## config.mk

```make
export PLATFORM = sky130hd
export DESIGN_NAME = divider
export DESIGN_NICKNAME = d
export VERILOG_FILES = /design/src/rtl/divider_pkg.sv /design/src/rtl/divider_div_step.sv /design/src/rtl/divider.sv
export SDC_FILE = /design/constraint.sdc
export NUM_CORES = 1
export LEC_CHECK = 0
export CORE_MARGIN = 2
export CORE_UTILIZATION = 50
export DETAILED_ROUTE_END_ITERATION = 10
export GPL_ROUTABILITY_DRIVEN = 0
export PLACE_DENSITY = 0.73
export SLEW_MARGIN = 5
export SYNTH_ARGS = -nofsm -noshare
export SYNTH_HDL_FRONTEND = slang
export SYNTH_HIERARCHICAL = 1
export SYNTH_SLANG_ARGS = --single-unit
```

## constraint.sdc

```tcl
create_clock -name ctl_clk -period 2.5 [get_ports ctl_clk]
set_input_delay 0.375 -clock ctl_clk [delete_from_list [all_inputs] [get_ports ctl_clk]]
set_output_delay 0.375 -clock ctl_clk [all_outputs]
set_load 0.03 [all_outputs]
```

## src/rtl/divider_pkg.sv

```systemverilog
// Shared definitions for the sequential arithmetic blocks (multipliers and divider):
// control FSM state encoding, operation-type codes and iteration-count helpers.
package divider_pkg;

  typedef enum logic [1:0] {
    IDLE = 2'd0,
    CALC = 2'd1,
    DONE = 2'd2
  } ctl_state_t;

  // Operation type encodings shared with the multiplier family
  localparam logic [1:0] MUL_TYPE_UNSIGNED = 2'd0;
  localparam logic [1:0] MUL_TYPE_SIGNED   = 2'd1;
  localparam logic [1:0] MUL_TYPE_MIXED    = 2'd2;
  localparam logic [1:0] OP_TYPE_DIVIDE    = 2'd3;

  // Handshake levels: trigger is sampled high, ready/done are asserted high
  localparam logic TRIGGER_ACTIVE = 1'b1;
  localparam logic READY_ACTIVE   = 1'b1;

  function automatic int iter_count(input int c_width, input int fixed_point);
    return c_width + fixed_point;
  endfunction

endpackage

```

## src/rtl/divider_div_step.sv

```systemverilog
// One restoring-division step: shift in the next dividend bit, trial-subtract the
// divisor and keep the difference only when it is non-negative.
module div_step #(
  parameter int C_WIDTH = 8
) (
  input  logic [C_WIDTH:0]   rem,
  input  logic               dbit,
  input  logic [C_WIDTH-1:0] divisor,
  output logic [C_WIDTH:0]   rem_next,
  output logic               qbit
);

  logic [C_WIDTH+1:0] shifted;
  logic [C_WIDTH+1:0] diff;

  // The partial remainder is always below the divisor, so the kept value fits C_WIDTH+1 bits
  always_comb begin
    shifted  = {rem, dbit};
    diff     = shifted - {2'b00, divisor};
    qbit     = (shifted >= {2'b00, divisor});
    rem_next = (C_WIDTH + 1)'(qbit ? diff : shifted);
  end

endmodule

```

## src/rtl/divider.sv

```systemverilog
// Sequential unsigned fixed-point divider: y = (a << FIXED_POINT) / b with remainder,
// one quotient bit per clock, using the trigger/ready/done handshake of the multipliers.
module divider
  import divider_pkg::*;
#(
  parameter int C_WIDTH     = 8,
  parameter int FIXED_POINT = 0
) (
  input  logic               ctl_clk,
  input  logic               reset,
  input  logic [C_WIDTH-1:0] a,
  input  logic [C_WIDTH-1:0] b,
  input  logic               trigger,
  output logic [C_WIDTH-1:0] y,
  output logic [C_WIDTH-1:0] r,
  output logic               ready,
  output logic               done,
  output logic               div_by_zero,
  output logic               ovf
);

  localparam int N  = iter_count(C_WIDTH, FIXED_POINT);
  localparam int CW = $clog2(N + 1);

  ctl_state_t         state_reg;
  logic [C_WIDTH-1:0] a_reg;
  logic [C_WIDTH-1:0] b_reg;
  logic [N-1:0]       dvd_reg;
  logic [N-2:0]       q_reg;
  logic [C_WIDTH:0]   rem_reg;
  logic [CW-1:0]      cnt_reg;

  logic [C_WIDTH:0]   rem_next;
  logic               qbit;
  logic [N-1:0]       q_final;
  logic               ovf_hit;

  div_step #(.C_WIDTH(C_WIDTH)) u_step (
    .rem      (rem_reg),
    .dbit     (dvd_reg[N-1]),
    .divisor  (b_reg),
    .rem_next (rem_next),
    .qbit     (qbit)
  );

  assign q_final = {q_reg, qbit};
  assign ovf_hit = ((q_final >> C_WIDTH) != '0);

  assign ready = (state_reg == IDLE);
  assign done  = (state_reg == DONE);

  always_ff @(posedge ctl_clk) begin
    if (reset) begin
      state_reg   <= IDLE;
      a_reg       <= '0;
      b_reg       <= '0;
      dvd_reg     <= '0;
      q_reg       <= '0;
      rem_reg     <= '0;
      cnt_reg     <= '0;
      y           <= '0;
      r           <= '0;
      div_by_zero <= 1'b0;
      ovf         <= 1'b0;
    end else begin
      case (state_reg)
        IDLE: begin
          if (trigger == TRIGGER_ACTIVE) begin
            a_reg       <= a;
            b_reg       <= b;
            dvd_reg     <= N'(a) << FIXED_POINT;
            q_reg       <= '0;
            rem_reg     <= '0;
            div_by_zero <= 1'b0;
            ovf         <= 1'b0;
            state_reg   <= CALC;
            // A zero divisor takes a single pass so its done lands one edge after acceptance
            cnt_reg     <= (b == '0) ? CW'(1) : CW'(N);
          end
        end
        CALC: begin
          rem_reg <= rem_next;
          q_reg   <= q_final[N-2:0];
          dvd_reg <= {dvd_reg[N-2:0], 1'b0};
          cnt_reg <= cnt_reg - CW'(1);
          if (cnt_reg == CW'(1)) begin
            state_reg <= DONE;
            if (b_reg == '0) begin
              y           <= '1;
              r           <= a_reg;
              div_by_zero <= 1'b1;
            end else if (ovf_hit) begin
              y   <= '1;
              r   <= rem_next[C_WIDTH-1:0];
              ovf <= 1'b1;
            end else begin
              y <= q_final[C_WIDTH-1:0];
              r <= rem_next[C_WIDTH-1:0];
            end
          end
        end
        DONE:    state_reg <= IDLE;
        default: state_reg <= IDLE;
      endcase
    end
  end

endmodule
```

# Word level (Yosys, flattened, before mapping)
# Cells that the tools add are included.
word_totals:
  word_cells: 47
  romBits: 0
  latch_bits: 0
  inputBits: 19
  ramBits: 0
  memories: 0
  output_inout_bits: 20
  regBits: 63
classes:
  eq_ne: 6
  order_cmp: 1
  div_mod_pow: 0
  shift: 0
  add_sub_neg: 2
  n_mux: 19
  bitwise_logic: 0
  reduce_logical: 9
  multipliers: 0
op_table:
  columns: ["op", "n"]
  rows:
  - ["$mux W8", 3]
  - ["$mux W9", 2]
  - ["$pmux W9 S2", 1]
  - ["$logic_not A8 Y1", 2]
  - ["$pmux W8 S2", 1]
  - ["$pmux W7 S2", 1]
  - ["$ge A10 B8 Y1", 1]
  - ["$sub A9 B8 Y9", 1]
  - ["$mux W4", 2]
  - ["$pmux W4 S2", 1]
  - ["$reduce_and A2 Y1", 4]
  - ["$mux W7", 1]
  - ["$ne A2 B2 Y1 const B", 3]
  - ["$eq A4 B1 Y1 const B", 1]
  - ["$mux W2", 2]
  - ["$pmux W2 S2", 1]
  - ["$reduce_and A4 Y1", 1]
  - ["$sub A4 B1 Y4 const B", 1]
  - ["$mux W1", 3]
  - ["$eq A2 B1 Y1 const B", 1]
  - ["$eq A2 B2 Y1 const B", 1]
  - ["$logic_not A2 Y1", 1]
  - ["$pmux W1 S2", 1]
  - ["$reduce_bool A2 Y1", 1]

# Longest topological paths before layout
# Gate-level depths: netlist (run 1).
depth:
  ltp_word: 4
  mapped_depth: 12
  mapped_depth_nobuf: 11

# By module
# The synthesis (run 1) kept the hierarchy.
modules_own_cells:
  columns: ["mod", "instances", "cells_each", "area_each_um2", "seq_area_each_um2"]
  rows:
  - ["divider", 1, 308, 2612.5, 1261.2]
  - ["div_step", 1, 75, 523.0, 0.0]

# Least setup slack after synthesis (run 1)
# No wires, ideal clock.
synth_timing:
  path_type: "register to register"
  start: "register b_reg[0]"
  end: "register r[0]"
  setup_time_ps: 91
  setup_slack_ps: 186
  synth_period_minus_slack_ps: 2314
  arrival_time_ps: 2223
  t_required_ps: 2409
  stages_incl_launch_ff: 11
  n_path_buf: 1
  path_cell_list: "dfxtp_1 ha_1 inv_1 fa_1 nand3_1 a21oi_1 nor4b_4 buf_6 mux2i_1 o21ai_0 a311oi_1"
synth_via:
  elab_chain_cells: 3
  elab_cells_between_ends: 5
  cone_classes: "1 x add/sub; 1 x order compare; 2 x mux; 1 x reduce/logical"
synth_rtl:
  columns: ["element", "line_no", "text"]
  rows:
  - ["start, declared", "divider.sv:27", "logic [C_WIDTH-1:0] b_reg;"]
  - ["start signal, assigned", "divider.sv:56", "b_reg <= '0;"]
  - ["start signal, assigned", "divider.sv:70", "b_reg <= b;"]
  - ["$sub A9 B8 Y9 or $ge A10 B8 Y1 (tied branches)", "divider_div_step.sv:19, divider_div_step.sv:20", null]
  - ["$mux W9 (*)", "divider_div_step.sv:21", "rem_next = (C_WIDTH + 1)'(qbit ? diff : shifted);"]
  - ["net rem_next[0]", "divider.sv:33", "logic [C_WIDTH:0] rem_next;"]
  - ["$mux W8 (*)", "divider.sv:88", "if (b_reg == '0) begin"]
  - ["end signal, assigned", "divider.sv:90", "r <= a_reg;"]
  - ["end signal, assigned", "divider.sv:94", "r <= rem_next[C_WIDTH-1:0];"]
  - ["end signal, assigned", "divider.sv:98", "r <= rem_next[C_WIDTH-1:0];"]
  - ["end, declared", "divider.sv:15", "output logic [C_WIDTH-1:0] r,"]
# The timed path passes the listed nets; every way through them passes the cells marked *.
# A chain may end at the register's enable or synchronous reset.

# Worst setup path in the final report (run 1)
layout_timing:
  start: "register dvd_reg[7]"
  end: "register r[0]"
layout_via:
  elab_chain_cells: 3
  elab_cells_between_ends: 4
  cone_classes: "1 x add/sub; 1 x order compare; 2 x mux"
layout_rtl:
  columns: ["element", "line_no", "text"]
  rows:
  - ["start, declared", "divider.sv:28", "logic [N-1:0] dvd_reg;"]
  - ["start signal, assigned", "divider.sv:71", "dvd_reg <= N'(a) << FIXED_POINT;"]
  - ["start signal, assigned", "divider.sv:84", "dvd_reg <= {dvd_reg[N-2:0], 1'b0};"]
  - ["$sub A9 B8 Y9 or $ge A10 B8 Y1 (tied branches)", "divider_div_step.sv:19, divider_div_step.sv:20", null]
  - ["$mux W9 (*)", "divider_div_step.sv:21", null]
  - ["net rem_next[0]", "divider.sv:33", null]
  - ["$mux W8 (*)", "divider.sv:88", null]
# Marks and branches as above.

==> qor.yml, run 1 <==
wl_met1_um: 3590
layout_commonest_cell: "nand2_1"
dr.pass1.iters: 5
p_total_uw: 2910
worst_pin_slew_ns: 0.874
hp-start: "a_reg[3]"
placed_cell_area_um2: 3540
end_kind: "flop"
nNetsFinal: 445
hold_viol: 0
grt_pass1_vias: 2761
ys_seq_elements: 63
cts-root-buf: "clkbuf_8"
die_x_um: 83.2
path_max_fanout: 8
startpoint_type: "flop"
wl_met2_um: 3660
drcViolationCount: 0
place_inst: 478
wire_per_inst_um: 15.7
dp_slack_ns: 0.00806
period_minus_slack_ns: 2.36
grt_pass1_wl_um: 13000
reg2reg_from: "dvd_reg[7]"
synth_ff_type: "dfxtp_1"
max_stage_delay_ns: 0.36
critPathArrivalTime_ns: 2.60
largest_reg_flops: 9
synth_top_area_frac: 0.402
cellPowerDensity_nw_per_um2: 770
antennaDiodeCount: 0
vias_per_cell: 5.86
synth_seq_area_share: 0.402
detail-route-antenna-nets: 0
path_cells: "inv_1 > ha_1 > inv_1 > fa_2 > nand3_2 > a21oi_2 > nor4b_4 > buf_6 > mux2i_2 > o21ai_0 > a311oi_1"
skew_ns: 0.0123
max_freq_ghz: 0.423
cpMostUsedCell: "inv_1"
area_growth_pct: 20.6
pwr-share-clk: 0.274
drive_gt1_frac: 0.141
setup_ws_ns: 0.138
fin_cells: 494
overflow: 0
h-tree-depth: 3
grt_max_degree: 43
multi_input_area_um2: 1720
irDropWorstVdd_mv: 0.475
crit_slowest_cell: "fa_2"
cts_tree: "yes"
clkSinkCount: 63
fillers: 538
drt-total-wl_um: 7760
synthTopCellsByArea: "dfxtp_1 40%, a21oi_1 11%, nand2_1 8.6%, ha_1 4.0%, nand3_1 4.0%"
cts.clk_slew.worst_paths_ns: 0.06
sequentialPowerShare: 0.388
drv_slew: 0
setup_viol: 0
slew-limit-headroom: 0.418
rows: 28
status: "completed"
ioPinCount: 39
hold_path_class: "reg -> reg"
p_comb_frac: 0.338
leakagePower_uw: 0.00130
highest_layer: "met4"
async_flop_share: 0
syn-num-nets: 413
antenna_found_initial: 0
numPortBuffers: 37
synthCells: 383
crit_type: "reg -> reg"
num_vias: 2894
avgSynthCellArea_um2: 8.19
cts_buffer_depth: 2
internal_power_uw: 1910
yosysWarnings: 6
clk_latency_ns: 0.34
die_h_um: 83.2
switchingPower_uw: 998
core_area_um2: 5990
ff_latch_area_um2: 1260
dieArea_um2: 6920
finalCritPeriodShare: 0.945
initial_utilization: 0.523
max_cap_viol_count: 0
synth_edf_count: 0
grt.total_usage: 0.228
critical-path-top-delay-family: "adder cells"
final_cell_mix: "72 x nand2_1, 65 x a21oi_1, 62 x dfxtp_1, 36 x clkdlybuf4s50_1, 24 x nand3_1"
wl_met3_um: 373
drt_iter0_drc: 205
cp.required_ns: 2.74
syn_area_um2: 3140
setup.worst_path.start: "dvd_reg[7]"
synth_top_area_cell: "dfxtp_1"
synth_cell_types: 52
place_hpwl_um: 5220
fin_area_um2: 3780
numCtsBuffers: 9
switching_share: 0.343
path_buf_inv: 3
logic make-up (layout without fill, tap and decap cells):
group           Yosys count  after routing  synth area share
xor+xnor                  4              4            0.0112
mux                       3              3           0.00998
simple gates            139            139             0.225
buf+inv                  44             80            0.0658
flops                    63             63             0.402
compound gates          118            118             0.238
fa+ha+maj                11             11            0.0463
other cells               1              1           0.00120
final cells by class:
class                      instances  share of cell area
multi-input combinational        276               0.454
sequential                        63               0.334
timing repair buffer              51               0.125
clock buffer                      12              0.0437
tap                               75              0.0248
inverter                          14              0.0139
clock inverter                     3             0.00463
worst paths after layout:
kind         slack (ns)  endpoint  cells after the start
max                0.14      r[0]                     11
min                0.46  a_reg[3]                      2
max reg2reg        0.14      r[0]                     11
min reg2reg        0.46  a_reg[3]                      2
power groups by stage:
stage          combinational (uW)  clock [uW]  sequential (uW)
6_report                      984         798             1130
5_1_grt                      1080         862             1140
4_1_cts                       906         819             1130
3_5_place_dp                  890           0             1150
3_3_place_gp                  874           0             1150
2_1_floorplan                 668           0             1150
worst reg2reg max path, stage by stage (launching register included):
cell	delay, ns
dfxtp_1	0.31
inv_1	0.09
ha_1	0.16
inv_1	0.05
fa_2	0.36
nand3_2	0.12
a21oi_2	0.09
nor4b_4	0.27
buf_6	0.18
mux2i_2	0.23
o21ai_0	0.13
a311oi_1	0.27
through the flow:
step | TNS [ns] | hold slack, ns | util
after floorplan | 0 | 0.437 | -
after global placement | 0 | 0.444 | 0.591
after detailed placement | 0 | 0.448 | 0.591
after CTS | 0 | 0.457 | 0.623
after global routing | -0.0484 | 0.472 | 0.631
final | 0 | 0.458 | 0.631
metal layers:
layer  vias up  global-route usage
met4         0              0.0790
li1       1421                   -
met5         -                   0
met3        16              0.0527
met2        90               0.368
met1      1367               0.300
repair_timing:
item,in CTS,in global routing
pin swaps,0,4
gates cloned,0,0
setup endpoints to repair,1,11
setup buffers,1,0
hold buffers,0,0
resized for setup,0,16
synth_stat cells (2+ instances only):
cell type  count
buf_6          3
nor3_1         4
xor2_1         3
nor2_1         6
a31oi_1        7
o21bai_1       2
a211oi_2       8
a311oi_1       7
nand4_1        3
nand2b_1       4
a41oi_1        2
nand3_1       25
a21boi_0       2
nor4_1         2
nand2_1       72
nand3b_1       3
a21oi_1       66
dfxtp_1       63
nand4b_1       2
inv_1         14
mux2i_1        2
o21ai_0       11
buf_4          3
o21ai_1        3
nor4_2         2
buf_1          3
or4_1          3
o21a_1         2
nor2b_1        5
buf_2          6
clkbuf_1      15
ha_1          10
(Power assumes the default switching activity.)
==> run 2: changes to the inputs <==
CAP_MARGIN = 0   (was not set)
CORE_MARGIN = not set   (was 2)
==> run 2 against run 1 <==
  * Critical path depth fell by 2
  * Fmax increased by 0.84%
  * First-iteration DRC count down 9.3%
  * Cell count stayed put
  * Critical path type unchanged
  * Design area is 0.33% higher
  * Routed wire length shrank 0.52%
==> qor.yml, run 2 (synthesis results as in run 1) <==
crit_type: "reg -> reg"
worst_pin_slew_ns: 0.527  # -0.347 ns
nNetsFinal: 444  # -0.22%
h-tree-depth: 3  # unchanged
crit_end: "r[0]"
vias_per_cell: 5.73  # -2.1%
tns_ns: 0  # unchanged
timing.rr.end: "r[0]"
dieArea_um2: 6590  # -4.8%
leakagePower_uw: 0.00131  # +0.68%
setup_ws_ns: 0.157  # +0.0196 ns
dp_slack_ns: 0.0623  # +0.0542 ns
initial_utilization: 0.523  # unchanged
cp.required_ns: 2.75  # about the same
cts.clk_slew.worst_paths_ns: 0.07  # about the same
reg2reg_from: "b_reg[5]"
die_x_um: 81.2  # -2.4%
drv_slew: 0  # unchanged
num_vias: 2832  # -2.1%
ioPinCount: 39  # unchanged
reg2reg_depth: 9  # -2
cts_buffer_depth: 2  # unchanged
numPortBuffers: 37  # unchanged
cts-root-buf: "clkbuf_8"
irDropWorstVdd_mv: 0.454  # -4.6%
drt_iter0_drc: 186  # -9.3%
period_minus_slack_ns: 2.34  # -0.0196 ns
r2r_slack_ns: 0.16  # +0.02 ns
setup.worst_path.start: "b_reg[5]"
grt.total_usage: 0.258  # +0.0299
critPathArrivalTime_ns: 2.59  # about the same
drive_gt1_frac: 0.143  # +0.00239
largest_reg_flops: 9  # unchanged
startpoint_type: "flop"
layout_commonest_cell: "nand2_1"
setup_viol: 0  # unchanged
max_cap_viol_count: 0  # unchanged
cts_resized: 0  # unchanged
clkSinkCount: 63  # unchanged
hp-start: "a_reg[7]"
die_h_um: 81.2  # -2.4%
hold_path_class: "reg -> reg"
end_kind: "flop"
final_cell_mix: "72 x nand2_1, 65 x a21oi_1, 61 x dfxtp_1, 36 x clkdlybuf4s50_1, 24 x nand3_1"
drt-total-wl_um: 7720  # -0.52%
grt_pass1_wl_um: 12900  # -1.1%
clk_latency_ns: 0.34  # about the same
wire_per_inst_um: 15.6  # -0.52%
post_cts_buffers: 0  # -1
cellPowerDensity_nw_per_um2: 785  # +2.0%
core_area_um2: 5990  # unchanged
grt_max_degree: 42  # -2.3%
place_hpwl_um: 5270  # +0.97%
skew_ns: 0.0106  # -0.00168 ns
cts-hold-fix-buffers: 0  # unchanged
antennaDiodeCount: 0  # unchanged
detail-route-antenna-nets: 0  # unchanged
overflow: 0  # unchanged
max_freq_ghz: 0.427  # +0.84%
antenna_found_initial: 0  # unchanged
slew-limit-headroom: 0.646  # +0.228
numCtsBuffers: 9  # unchanged
rows: 28  # unchanged
drcViolationCount: 0  # unchanged
path_max_fanout: 8  # unchanged
grt_pass1_vias: 2699  # -2.2%
hold_viol: 0  # unchanged
area_growth_pct: 21.0
finalCritPeriodShare: 0.937  # -0.00783
dr.pass1.iters: 4  # -1
cts_tree: "yes"
status: "completed"
run 2: worst min path at each step:
stage | endpoint | cells after the start
2_1_floorplan | a_reg[0] | 2
3_3_place_gp | dvd_reg[0] | 2
3_5_place_dp | a_reg[7] | 2
4_1_cts | a_reg[7] | 2
5_1_grt | a_reg[1] | 2
6_report | a_reg[7] | 2
run 2: critical path: stages, from the launching register on:
cell and delay (ns):
dfxtp_2 0.36, inv_1 0.06, ha_1 0.35, a21oi_1 0.25, o21ai_2 0.13, nor4b_4 0.33
buf_6 0.17, mux2i_2 0.23, o21ai_0 0.12, a311oi_1 0.26
run 2: final cells by class:
cell class | instances | area (um2)
well taps | 75 | 93.8
inverters | 14 | 52.6
fillers | 548 | 2200
flip-flops and latches | 63 | 1260
multi-input cells | 276 | 1710
clock inverters | 7 | 71.3
clock buffers | 9 | 124
repair buffers | 50 | 479
run 2: through the flow:
| step | util | hold slack (ns) | total power, uW | instances | instance area (um2) |
|---|---|---|---|---|---|
| global placement | 0.593 | 0.445 | 2030 | 478 | 3550 |
| finish | 0.633 | 0.458 | 2980 | 494 | 3790 |
| CTS | 0.626 | 0.459 | 2910 | 494 | 3750 |
| global route | 0.633 | 0.488 | 3130 | 494 | 3790 |
| floorplan | - | 0.437 | 1820 | 383 | 3140 |
| detailed placement | 0.593 | 0.448 | 2040 | 478 | 3550 |
run 2: power breakdown:
| group | switching (uW) | internal, uW |
|---|---|---|
| logic | 568 | 411 |
| clock network | 411 | 461 |
| registers | 58.7 | 1070 |
run 2: routing by layer:
| layer | vias to the layer above | part of all wire | global-route usage | routed length (um) |
|---|---|---|---|---|
| met3 | 8 | 0.044 | 0.0528 | 341 |
| met1 | 1347 | 0.46 | 0.338 | 3560 |
| met4 | 0 | 0.011 | 0.0893 | 83 |
| li1 | 1426 | - | - | - |
| met2 | 51 | 0.48 | 0.418 | 3740 |
| met5 | - | 0 | 0 | 0 |
